File: src/rtl/sd_bus_arb_if.sv
// Signal bundle between sd_bus_arb and the init/read/write engines plus the SD pads.
// The arbiter uses the slave modport; the engine side (or a bench) uses master.
interface sd_bus_arb_if;
  logic init_done;
  logic init_mosi;
  logic init_csn;
  logic wr_req;
  logic rd_req;
  logic wr_ok;
  logic rd_ok;
  logic wr_mosi;
  logic wr_csn;
  logic rd_mosi;
  logic rd_csn;
  logic SD_MOSI;
  logic SD_CSn;
  logic wr_seq;
  logic rd_seq;
  logic wr_gnt;
  logic rd_gnt;
  logic wr_rst_n;
  logic rd_rst_n;
  logic busy;
  logic err;

  modport slave (
    input  init_done, init_mosi, init_csn,
    input  wr_req, rd_req, wr_ok, rd_ok,
    input  wr_mosi, wr_csn, rd_mosi, rd_csn,
    output SD_MOSI, SD_CSn, wr_seq, rd_seq, wr_gnt, rd_gnt,
    output wr_rst_n, rd_rst_n, busy, err
  );

  modport master (
    output init_done, init_mosi, init_csn,
    output wr_req, rd_req, wr_ok, rd_ok,
    output wr_mosi, wr_csn, rd_mosi, rd_csn,
    input  SD_MOSI, SD_CSn, wr_seq, rd_seq, wr_gnt, rd_gnt,
    input  wr_rst_n, rd_rst_n, busy, err
  );
endinterface

File: src/rtl/sd_bus_arb.sv
// SD SPI bus sequencer/arbiter: init engine owns the bus until init_done, then read/write
// engines are granted one transaction at a time. Optional watchdog: define SD_ARB_TIMEOUT_EN.
module sd_bus_arb #(
  parameter int GAP_CLKS  = 8,
  parameter int TIMEOUT_W = 16
) (
  input  logic         SD_CK,
  input  logic         rst_n,
  sd_bus_arb_if.slave  bus
);

  localparam logic [2:0] ST_INIT   = 3'd0;
  localparam logic [2:0] ST_IDLE   = 3'd1;
  localparam logic [2:0] ST_START  = 3'd2;
  localparam logic [2:0] ST_ACTIVE = 3'd3;
  localparam logic [2:0] ST_GAP    = 3'd4;

  if (GAP_CLKS < 2 || GAP_CLKS > 255 || TIMEOUT_W < 2) begin : g_bad_param
    $error("sd_bus_arb: GAP_CLKS must be 2..255 and TIMEOUT_W at least 2");
  end

  logic [2:0] r_state;
  logic [2:0] w_state_next;
  logic       r_wr_gnt;
  logic       r_rd_gnt;
  logic       r_wr_seq;
  logic       r_rd_seq;
  logic       r_wr_rst_n;
  logic       r_rd_rst_n;
  logic       r_rst_hold;
  logic       r_busy;
  logic       r_last_rd;
  logic [7:0] r_gap_cnt;
  logic       w_any_req;
  logic       w_wr_win;
  logic       w_ok;
  logic       w_timeout;
  logic       w_done;
  logic       w_mosi;
  logic       w_csn;

  assign w_any_req = bus.wr_req | bus.rd_req;
  // On a tie the engine that was not served last wins.
  assign w_wr_win  = bus.wr_req & (~bus.rd_req | r_last_rd);
  assign w_ok      = r_wr_gnt ? bus.wr_ok : bus.rd_ok;
  assign w_done    = w_ok | w_timeout;

  always_comb begin
    w_state_next = r_state;
    case (r_state)
      ST_INIT:   if (bus.init_done) w_state_next = ST_IDLE;
      ST_IDLE:   if (w_any_req) w_state_next = ST_START;
      ST_START:  w_state_next = ST_ACTIVE;
      ST_ACTIVE: if (w_done) w_state_next = ST_GAP;
      ST_GAP:    if (r_gap_cnt == 8'd0) w_state_next = ST_IDLE;
      default:   w_state_next = ST_INIT;
    endcase
  end

  always_ff @(negedge SD_CK or negedge rst_n) begin
    if (!rst_n) begin
      r_state    <= ST_INIT;
      r_wr_gnt   <= 1'b0;
      r_rd_gnt   <= 1'b0;
      r_wr_seq   <= 1'b0;
      r_rd_seq   <= 1'b0;
      r_wr_rst_n <= 1'b1;
      r_rd_rst_n <= 1'b1;
      r_rst_hold <= 1'b0;
      r_busy     <= 1'b1;
      r_last_rd  <= 1'b1;
      r_gap_cnt  <= 8'd0;
    end else begin
      r_state <= w_state_next;
      r_busy  <= (w_state_next != ST_IDLE);

      // Soft reset is held for the exit edge plus one more, then released.
      if (r_rst_hold) begin
        r_rst_hold <= 1'b0;
      end else begin
        r_wr_rst_n <= 1'b1;
        r_rd_rst_n <= 1'b1;
      end

      case (r_state)
        ST_IDLE: begin
          if (w_any_req) begin
            r_wr_gnt  <= w_wr_win;
            r_rd_gnt  <= ~w_wr_win;
            r_wr_seq  <= w_wr_win;
            r_rd_seq  <= ~w_wr_win;
            r_last_rd <= ~w_wr_win;
          end
        end
        ST_START: begin
          r_wr_seq <= 1'b0;
          r_rd_seq <= 1'b0;
        end
        ST_ACTIVE: begin
          if (w_done) begin
            r_wr_gnt   <= 1'b0;
            r_rd_gnt   <= 1'b0;
            r_wr_rst_n <= ~r_wr_gnt;
            r_rd_rst_n <= ~r_rd_gnt;
            r_rst_hold <= 1'b1;
            r_gap_cnt  <= 8'(GAP_CLKS - 1);
          end
        end
        ST_GAP: begin
          if (r_gap_cnt != 8'd0) r_gap_cnt <= r_gap_cnt - 8'd1;
        end
        default: ;
      endcase
    end
  end

`ifdef SD_ARB_TIMEOUT_EN
  logic [TIMEOUT_W-1:0] r_wdog;
  logic [TIMEOUT_W-1:0] w_wdog_inc;
  logic                 r_err;

  assign w_wdog_inc = r_wdog + 1'b1;
  // Fires on the ACTIVE edge that brings the count to all-ones.
  assign w_timeout  = (r_state == ST_ACTIVE) && (&w_wdog_inc);

  always_ff @(negedge SD_CK or negedge rst_n) begin
    if (!rst_n) begin
      r_wdog <= '0;
      r_err  <= 1'b0;
    end else begin
      if (r_state == ST_START) r_wdog <= '0;
      else if (r_state == ST_ACTIVE) r_wdog <= w_wdog_inc;
      if (w_timeout && !w_ok) r_err <= 1'b1;
    end
  end

  assign bus.err = r_err;
`else
  assign w_timeout = 1'b0;
  assign bus.err   = 1'b0;
`endif

  always_comb begin
    w_mosi = 1'b1;
    w_csn  = 1'b1;
    case (r_state)
      ST_INIT: begin
        w_mosi = bus.init_mosi;
        w_csn  = bus.init_csn;
      end
      ST_START, ST_ACTIVE: begin
        w_mosi = r_wr_gnt ? bus.wr_mosi : bus.rd_mosi;
        w_csn  = r_wr_gnt ? bus.wr_csn  : bus.rd_csn;
      end
      default: ;
    endcase
  end

  assign bus.SD_MOSI  = w_mosi;
  assign bus.SD_CSn   = w_csn;
  assign bus.wr_gnt   = r_wr_gnt;
  assign bus.rd_gnt   = r_rd_gnt;
  assign bus.wr_seq   = r_wr_seq;
  assign bus.rd_seq   = r_rd_seq;
  assign bus.wr_rst_n = r_wr_rst_n;
  assign bus.rd_rst_n = r_rd_rst_n;
  assign bus.busy     = r_busy;

endmodule

File: src/flat_wrapper.sv
// flat-port wrapper written by rule: the top's interface ports become plain ports
module sd_bus_arb_flat 
#(
  parameter int GAP_CLKS  = 8,
  parameter int TIMEOUT_W = 16
)
  (SD_CK, rst_n, bus_init_done, bus_init_mosi, bus_init_csn, bus_wr_req, bus_rd_req, bus_wr_ok, bus_rd_ok, bus_wr_mosi, bus_wr_csn, bus_rd_mosi, bus_rd_csn, bus_SD_MOSI, bus_SD_CSn, bus_wr_seq, bus_rd_seq, bus_wr_gnt, bus_rd_gnt, bus_wr_rst_n, bus_rd_rst_n, bus_busy, bus_err);
  sd_bus_arb_if bus_i ();
  input  logic SD_CK;
  input  logic rst_n;
  input wire logic [$bits(bus_i.init_done)-1:0] bus_init_done;
  input wire logic [$bits(bus_i.init_mosi)-1:0] bus_init_mosi;
  input wire logic [$bits(bus_i.init_csn)-1:0] bus_init_csn;
  input wire logic [$bits(bus_i.wr_req)-1:0] bus_wr_req;
  input wire logic [$bits(bus_i.rd_req)-1:0] bus_rd_req;
  input wire logic [$bits(bus_i.wr_ok)-1:0] bus_wr_ok;
  input wire logic [$bits(bus_i.rd_ok)-1:0] bus_rd_ok;
  input wire logic [$bits(bus_i.wr_mosi)-1:0] bus_wr_mosi;
  input wire logic [$bits(bus_i.wr_csn)-1:0] bus_wr_csn;
  input wire logic [$bits(bus_i.rd_mosi)-1:0] bus_rd_mosi;
  input wire logic [$bits(bus_i.rd_csn)-1:0] bus_rd_csn;
  output wire logic [$bits(bus_i.SD_MOSI)-1:0] bus_SD_MOSI;
  output wire logic [$bits(bus_i.SD_CSn)-1:0] bus_SD_CSn;
  output wire logic [$bits(bus_i.wr_seq)-1:0] bus_wr_seq;
  output wire logic [$bits(bus_i.rd_seq)-1:0] bus_rd_seq;
  output wire logic [$bits(bus_i.wr_gnt)-1:0] bus_wr_gnt;
  output wire logic [$bits(bus_i.rd_gnt)-1:0] bus_rd_gnt;
  output wire logic [$bits(bus_i.wr_rst_n)-1:0] bus_wr_rst_n;
  output wire logic [$bits(bus_i.rd_rst_n)-1:0] bus_rd_rst_n;
  output wire logic [$bits(bus_i.busy)-1:0] bus_busy;
  output wire logic [$bits(bus_i.err)-1:0] bus_err;
  assign bus_i.init_done = bus_init_done;
  assign bus_i.init_mosi = bus_init_mosi;
  assign bus_i.init_csn = bus_init_csn;
  assign bus_i.wr_req = bus_wr_req;
  assign bus_i.rd_req = bus_rd_req;
  assign bus_i.wr_ok = bus_wr_ok;
  assign bus_i.rd_ok = bus_rd_ok;
  assign bus_i.wr_mosi = bus_wr_mosi;
  assign bus_i.wr_csn = bus_wr_csn;
  assign bus_i.rd_mosi = bus_rd_mosi;
  assign bus_i.rd_csn = bus_rd_csn;
  assign bus_SD_MOSI = bus_i.SD_MOSI;
  assign bus_SD_CSn = bus_i.SD_CSn;
  assign bus_wr_seq = bus_i.wr_seq;
  assign bus_rd_seq = bus_i.rd_seq;
  assign bus_wr_gnt = bus_i.wr_gnt;
  assign bus_rd_gnt = bus_i.rd_gnt;
  assign bus_wr_rst_n = bus_i.wr_rst_n;
  assign bus_rd_rst_n = bus_i.rd_rst_n;
  assign bus_busy = bus_i.busy;
  assign bus_err = bus_i.err;
  sd_bus_arb #(.GAP_CLKS(GAP_CLKS), .TIMEOUT_W(TIMEOUT_W)) u_core (.SD_CK(SD_CK), .rst_n(rst_n), .bus(bus_i));
endmodule
File: config.mk
export PLATFORM = sky130hd
export DESIGN_NAME = sd_bus_arb_flat
export DESIGN_NICKNAME = d
export VERILOG_FILES = /design/src/rtl/sd_bus_arb_if.sv /design/src/rtl/sd_bus_arb.sv /design/src/flat_wrapper.sv
export SDC_FILE = /design/constraint.sdc
export NUM_CORES = 1
export LEC_CHECK = 0
export ABC_AREA = 1
export BUFFER_PORTS_ARGS = -buffer_cell sky130_fd_sc_hd__buf_2
export CORE_MARGIN = 2
export CORE_UTILIZATION = 53
export DETAILED_ROUTE_END_ITERATION = 12
export HOLD_SLACK_MARGIN = 0.05
export PLACE_DENSITY = 0.77
export SYNTH_ARGS = -nofsm -noshare
export SYNTH_HDL_FRONTEND = slang
export SYNTH_SLANG_ARGS = --single-unit
File: constraint.sdc
create_clock -name SD_CK -period 1.8 [get_ports SD_CK]
set_input_delay 0.27 -clock SD_CK [delete_from_list [all_inputs] [get_ports SD_CK]]
set_output_delay 0.27 -clock SD_CK [all_outputs]
set_load 0.01 [all_outputs]
==> run_results.csv, run 1 <==
group,metric,value,unit
outcome,violations,"setup timing",
layout,layout.nets,228,
timing,rsz0062_at_grt,"true",
power,p_leak,0.8625,nW
placement,place.gp.congestion,0.8427,
outcome,status,"complete, but fails checks",
logic_synthesis,ys_warn_count,0,
timing,slew_viol_final,0,
placement,dpl.hpwl,2016,um
placement,post-place-ws,-0.3563,ns
logic_synthesis,async_reset_ff_frac,1.000,
routing,vias,1247,
layout,area_growth,44.10,%
worst_setup_path,required,1.53,ns
grt,overflow,0,
timing,finalHoldViolations,0,
routing,drt-wirelength-per-cell,13.38,um
floorplanning,die_x,50.04,um
worst_setup_path,critical_path_arrival,2.28,ns
placement,portBuffers,21,
logic_synthesis,synthFlopType,"dfrtn_1",
floorplanning,ios,23,
floorplanning,die_area,2504,um^2
worst_setup_path,crit_path_end_kind,"primary output",
floorplanning,num_rows,16,
grt,grt_pass1_wl,5216,um
logic_synthesis,synth_edf_count,0,
logic_synthesis,syn_avg_cell_area,7.202,um^2
timing,timing.final.setup_violations,26,
power,vdd_drop_max,1.020,mV
layout,final_area,1619,um^2
routing,drtIter0Drc,38,
power,power_density,1610,nW/um^2
job,drv_cap,0,
worst_setup_path,criticalPathCategory,"flip-flop to primary output",
clock_network,cts.root.buffer_cell,"clkbuf_4",
floorplanning,initial_utilization,0.5669,
grt,grt_pass1_vias,1240,
clock_network,cts_sinks,20,
power,power,2.607,mW
clock_network,cts_buffer_depth,2,
layout,instances_no_fill,240,
timing,setup_tns,-13.03,ns
routing,wl,3212,um
logic_synthesis,syn-num-nets,170,
grt,grt_max_degree,16,
min_path,hold_path_class,"flip-flop to flip-flop",
worst_setup_path,crit_fanout,3,
clock_network,ctsHoldBuffers,0,
clock_network,h-tree-depth,1,
layout,n_antenna_cell,0,
logic_synthesis,ys_seq_area_frac,0.4499,
logic_synthesis,synth-seq-cells,20,
clock_network,clkLatencyLatePin,0.38,ns
floorplanning,die_h,50.04,um
logic_synthesis,synth_cell_types,25,
clock_network,cts_tree,"done",
routing,viasPerCell,5.196,
timing,layout_setup_ws,-0.7468,ns
routing,drc,0,
worst_setup_path,cp-start-kind,"flip-flop",
floorplanning,design.core.area,1982,um^2
placement,dp_cells,219,
timing,timing.hold.ws,0.4459,ns
layout,drive_gt1_frac,0.4038,
routing,first_pass_iters,4,
grt,gr-usage-all-layers,0.2776,
placement,place_area,1381,um^2
timing,finalClockSkew,0.07794,ns
layout,final_util,0.8169,
routing,drt.antenna.violating_nets,0,
clock_network,cts.clk_slew.worst_paths,0.08,ns
clock_network,cts_buffers,3,
logic_synthesis,synth_cells,156,
logic_synthesis,synth_area,1124,um^2
grt,antenna_found_initial,0,
==> cell usage in the layout, fill, tap and decap left out, drive strengths merged <==
master,synthesis,final
buf,2,52
nand2,49,49
inv,26,29
nor2,24,24
dfrtn,16,16
o21ai,13,13
nand3,10,10
dfstp,4,4
clkbuf,0,3
o211ai,2,2
nand4,2,2
nor3,2,2
a21oi,1,1
o22ai,1,1
xnor2,1,1
xor2,1,1
ha,1,1
conb,1,1
clkinvlp,0,1
==> final timing paths <==
check | startpoint | end | slack [ns] | cells past startpoint
min in group asynchronous | rst_n | u_core.bus.rd_seq | 0.63 | 1
max | u_core.r_state[1] | bus_SD_CSn | -0.75 | 4
min reg2reg | u_core.r_gap_cnt[1] | u_core.r_gap_cnt[1] | 0.45 | 2
max reg2reg | u_core.r_state[1] | u_core.r_gap_cnt[6] | -0.70 | 17
min | u_core.r_gap_cnt[1] | u_core.r_gap_cnt[1] | 0.45 | 2
max in group asynchronous | rst_n | u_core.r_gap_cnt[5] | 0.77 | 2
==> cells by family after synthesis <==
logic type / after synthesis / share of synthesized area
XOR/XNOR: 2 / 0.01559
AO/OA/AOI/OAI: 17 / 0.08797
AND/OR/NAND/NOR: 87 / 0.3285
buffers and inverters: 28 / 0.1036
other: 1 / 0.003338
adder cells (fa/ha/maj): 1 / 0.01113
flip-flops: 20 / 0.4499
==> routing by layer <==
layer  global-route usage  up-vias  part of all wire
met5                    0        -                 0
met4               0.1852        0             0.056
met3              0.04242       25             0.062
met2               0.4890       70              0.50
met1               0.3023      556              0.38
li1                     -      596                 -
==> worst max-delay path: stages (launching register included) <==
cell      delay, ns
dfrtn_1        0.50
inv_1          0.08
a21oi_1        0.20
o211ai_1       0.14
buf_2          0.16
==> cell type report <==
type | instances | area (um^2)
Inverter | 25 | 93.84
Sequential cell | 20 | 505.5
Timing Repair Buffer | 52 | 374.1
Clock inverter | 5 | 20.02
Tap cell | 27 | 33.78
Fill cell | 127 | 362.8
Clock buffer | 3 | 22.52
Multi-Input combinational cell | 108 | 569.3
==> cells in the mapped netlist, types with 2 or more instances <==
| cell type | n | area, um^2 |
|---|---|---|
| dfrtn_1 | 16 | 400.4 |
| dfstp_2 | 4 | 105.1 |
| inv_1 | 23 | 86.33 |
| inv_2 | 3 | 11.26 |
| nand2_1 | 48 | 180.2 |
| nand3_1 | 8 | 40.04 |
| nand3_2 | 2 | 20.02 |
| nand4_1 | 2 | 12.51 |
| nor2_1 | 22 | 82.58 |
| nor3_1 | 2 | 10.01 |
| o211ai_1 | 2 | 15.01 |
| o21ai_0 | 10 | 50.05 |
| o21ai_2 | 2 | 17.52 |
==> timing repair <==
| item | in CTS | in global routing |
|---|---|---|
| cloned | 0 | 0 |
| resized for setup | 15 | 13 |
| pin swaps | 8 | 4 |
| setup endpoints to repair | 9 | 26 |
| setup buffers | 10 | 6 |
==> registers in the layout, summed over array words and instances (netlist names) <==
register             count
u_core.r_gap_cnt         8
u_core.r_state           3
u_core.bus.busy          1
u_core.bus.rd_gnt        1
u_core.bus.rd_rst_n      1
u_core.bus.rd_seq        1
u_core.bus.wr_gnt        1
u_core.bus.wr_rst_n      1
u_core.bus.wr_seq        1
u_core.r_last_rd         1
u_core.r_rst_hold        1
==> power by group <==
| part | switching (mW) | internal [mW] | total [mW] |
|---|---|---|---|
| registers | 0.124 | 0.625 | 0.749 |
| clock network | 0.169 | 0.0932 | 0.262 |
| logic | 0.843 | 0.753 | 1.60 |
No activity file was read; power rests on OpenSTA's default activity.
==> run 2, diff against run 1 <==
--- a/config.mk
+++ b/config.mk
@@ -12,6 +12,7 @@
 export DETAILED_ROUTE_END_ITERATION = 12
 export HOLD_SLACK_MARGIN = 0.05
 export PLACE_DENSITY = 0.77
+export SETUP_SLACK_MARGIN = 0.02
 export SYNTH_ARGS = -nofsm -noshare
 export SYNTH_HDL_FRONTEND = slang
 export SYNTH_SLANG_ARGS = --single-unit
==> run 2 against run 1 <==
- highest routed layer unchanged
- utilization did not move
- critical path type unchanged
- critical path depth stayed put
- clock skew is essentially flat
- the flow still finishes with violations (setup timing)
- worst hold slack about the same
- final area did not move
- sequential cell count unchanged
- combinational power about the same
- clock power about the same
- worst setup slack better by 0.0020 ns
- sequential power hardly changed
- total power is 0.11% higher
==> run_results.csv, run 2 (same netlist as run 1, synthesis figures left out) <==
group,metric,value,unit
worst_setup_path,max_stage_delay,0.50,ns
power,power.switching,1.138,mW
power,cell_internal_pwr,1.472,mW
power,p_clk_frac,0.101,
layout,final_common_cell,"nand2_1",
routing,drc,0,
worst_setup_path,cpLargestDelayFamily,"flip-flops",
layout,layout.area.seq,505.5,um^2
timing,finalClockSkew,0.07787,ns
clock_network,cts.clk_slew.worst_paths,0.08,ns
timing,layout_setup_ws,-0.7448,ns
placement,portBuffers,21,
floorplanning,die_x,50.04,um
layout,drive_gt1_frac,0.4038,
timing,finalHoldViolations,0,
layout,fillers,127,
worst_setup_path,path_buf_inv,2,
outcome,status,"complete, but fails checks",
layout,n_antenna_cell,0,
floorplanning,num_rows,16,
power,switching_share,0.4359,
worst_setup_path,required,1.53,ns
clock_network,cts_sinks,20,
power,vdd_drop_max,1.019,mV
min_path,hold_path_class,"flip-flop to flip-flop",
grt,gr-usage-all-layers,0.2776,
grt,overflow,0,
routing,viasPerCell,5.117,
placement,dpl.hpwl,2016,um
power,seq_power_share,0.287,
timing,slew_viol_final,0,
clock_network,cts_buffers,3,
timing,timing.final.setup_violations,26,
worst_setup_path,crit_chain,"inv_1 -> a21oi_1 -> o211ai_1 -> buf_2",
grt,grt_max_degree,16,
worst_setup_path,cp-start-kind,"flip-flop",
clock_network,h-tree-depth,1,
layout,reg_top3,"u_core.r_gap_cnt (8), u_core.r_state (3)",
worst_setup_path,cpMaxStageDelayCell,"dfrtn_1",
grt,grt_pass1_vias,1240,
outcome,violations,"setup timing",
worst_setup_path,crit_fanout,3,
grt,grt_pass1_wl,5216,um
clock_network,cts.root.buffer_cell,"clkbuf_4",
routing,drtIter0Drc,31,
power,combPwrFrac,0.613,
layout,final_cell_mix,"42 x nand2_1, 28 x buf_4, 23 x inv_1",
layout,final_util,0.8169,
power,p_leak,0.8626,nW
floorplanning,ios,23,
floorplanning,die_h,50.04,um
floorplanning,design.core.area,1982,um^2
worst_setup_path,reg2reg_slack,-0.70,ns
worst_setup_path,crit_path_end_kind,"primary output",
placement,place.gp.congestion,0.8427,
layout,multi_input_area,569.3,um^2
routing,drt-wirelength-per-cell,13.40,um
floorplanning,die_area,2504,um^2
clock_network,clkLatencyLatePin,0.38,ns
routing,vias,1228,
power,power,2.610,mW
clock_network,cts_buffer_depth,2,
job,drv_cap,0,
power,power_density,1612,nW/um^2
routing,drt.antenna.violating_nets,0,
grt,antenna_found_initial,0,
routing,wl,3215,um
floorplanning,initial_utilization,0.5669,
clock_network,cts_tree,"done",
layout,largest_reg_flops,8,
timing,rsz0062_at_grt,"true",
worst_setup_path,criticalPathCategory,"flip-flop to primary output",
layout,area_growth,44.10,%
worst_setup_path,critical_path_arrival,2.27,ns
layout,largest-register,"u_core.r_gap_cnt",
routing,first_pass_iters,5,
layout,layout.nets,228,
## run 2: through the flow
step           instances  worst slack, ns  hold slack [ns]  TNS, ns  area, um^2
6_report             240          -0.7448           0.4459   -13.04        1619
5_1_grt              240          -0.8062           0.4780   -14.89        1619
4_1_cts              236          -0.6606           0.4480   -9.852        1543
3_5_place_dp         219          -0.3563           0.4442   -4.227        1381
3_3_place_gp         219          -0.3438           0.4402   -3.564        1381
2_1_floorplan        156          -0.2473           0.4211  -0.6455        1134
## run 2: final cells by class
class                           instances  share of cell area
Tap cell                               27             0.02087
Inverter                               25             0.05796
Sequential cell                        20              0.3122
Clock inverter                          5             0.01236
Timing Repair Buffer                   52              0.2311
Clock buffer                            3             0.01391
Multi-Input combinational cell        108              0.3516
## run 2: metal layers
layer  track usage  wire length (um)  share of wire
met3       0.04242               217          0.067
met1        0.3023              1208           0.38
met2        0.4890              1618           0.50
met5             0                 0              0
met4        0.1852               170          0.053
## run 2: power groups by stage
stage	combinational, mW	clock (mW)	sequential, mW
after floorplan	0.701	0.0173	0.753
after global placement	1.12	0.0173	0.727
after detailed placement	1.16	0.0173	0.734
after CTS	1.39	0.256	0.729
after global routing	1.76	0.295	0.762
final	1.60	0.263	0.749
## run 2: worst register-to-register path, cell delays in order, from the launching register on
cell     delay, ns
dfrtn_1       0.50
nand2_2       0.09
buf_4         0.14
buf_4         0.12
buf_4         0.13
buf_4         0.13
buf_4         0.12
buf_4         0.12
buf_4         0.13
buf_4         0.12
buf_4         0.13
nor2_4        0.15
inv_2         0.06
nand2_2       0.07
nand3_4       0.11
buf_6         0.17
nand2_4       0.05
o21ai_2       0.05
## run 2: final timing paths
check                                     from  depth (start not counted)             endpoint
setup / recovery             u_core.r_state[1]                          4           bus_SD_CSn
hold / removal             u_core.r_gap_cnt[1]                          2  u_core.r_gap_cnt[1]
setup reg to reg             u_core.r_state[1]                         17  u_core.r_gap_cnt[6]
hold reg to reg            u_core.r_gap_cnt[1]                          2  u_core.r_gap_cnt[1]
max in group asynchronous                rst_n                          2  u_core.r_gap_cnt[5]
min in group asynchronous                rst_n                          1    u_core.bus.rd_seq
## run 2: what timing repair did
action	CTS	global route
buffers inserted	10	6
pin swaps	8	4
hold buffers	0	0
gates resized for setup	15	14
setup endpoints to repair	9	26
hold endpoints to repair	0	0
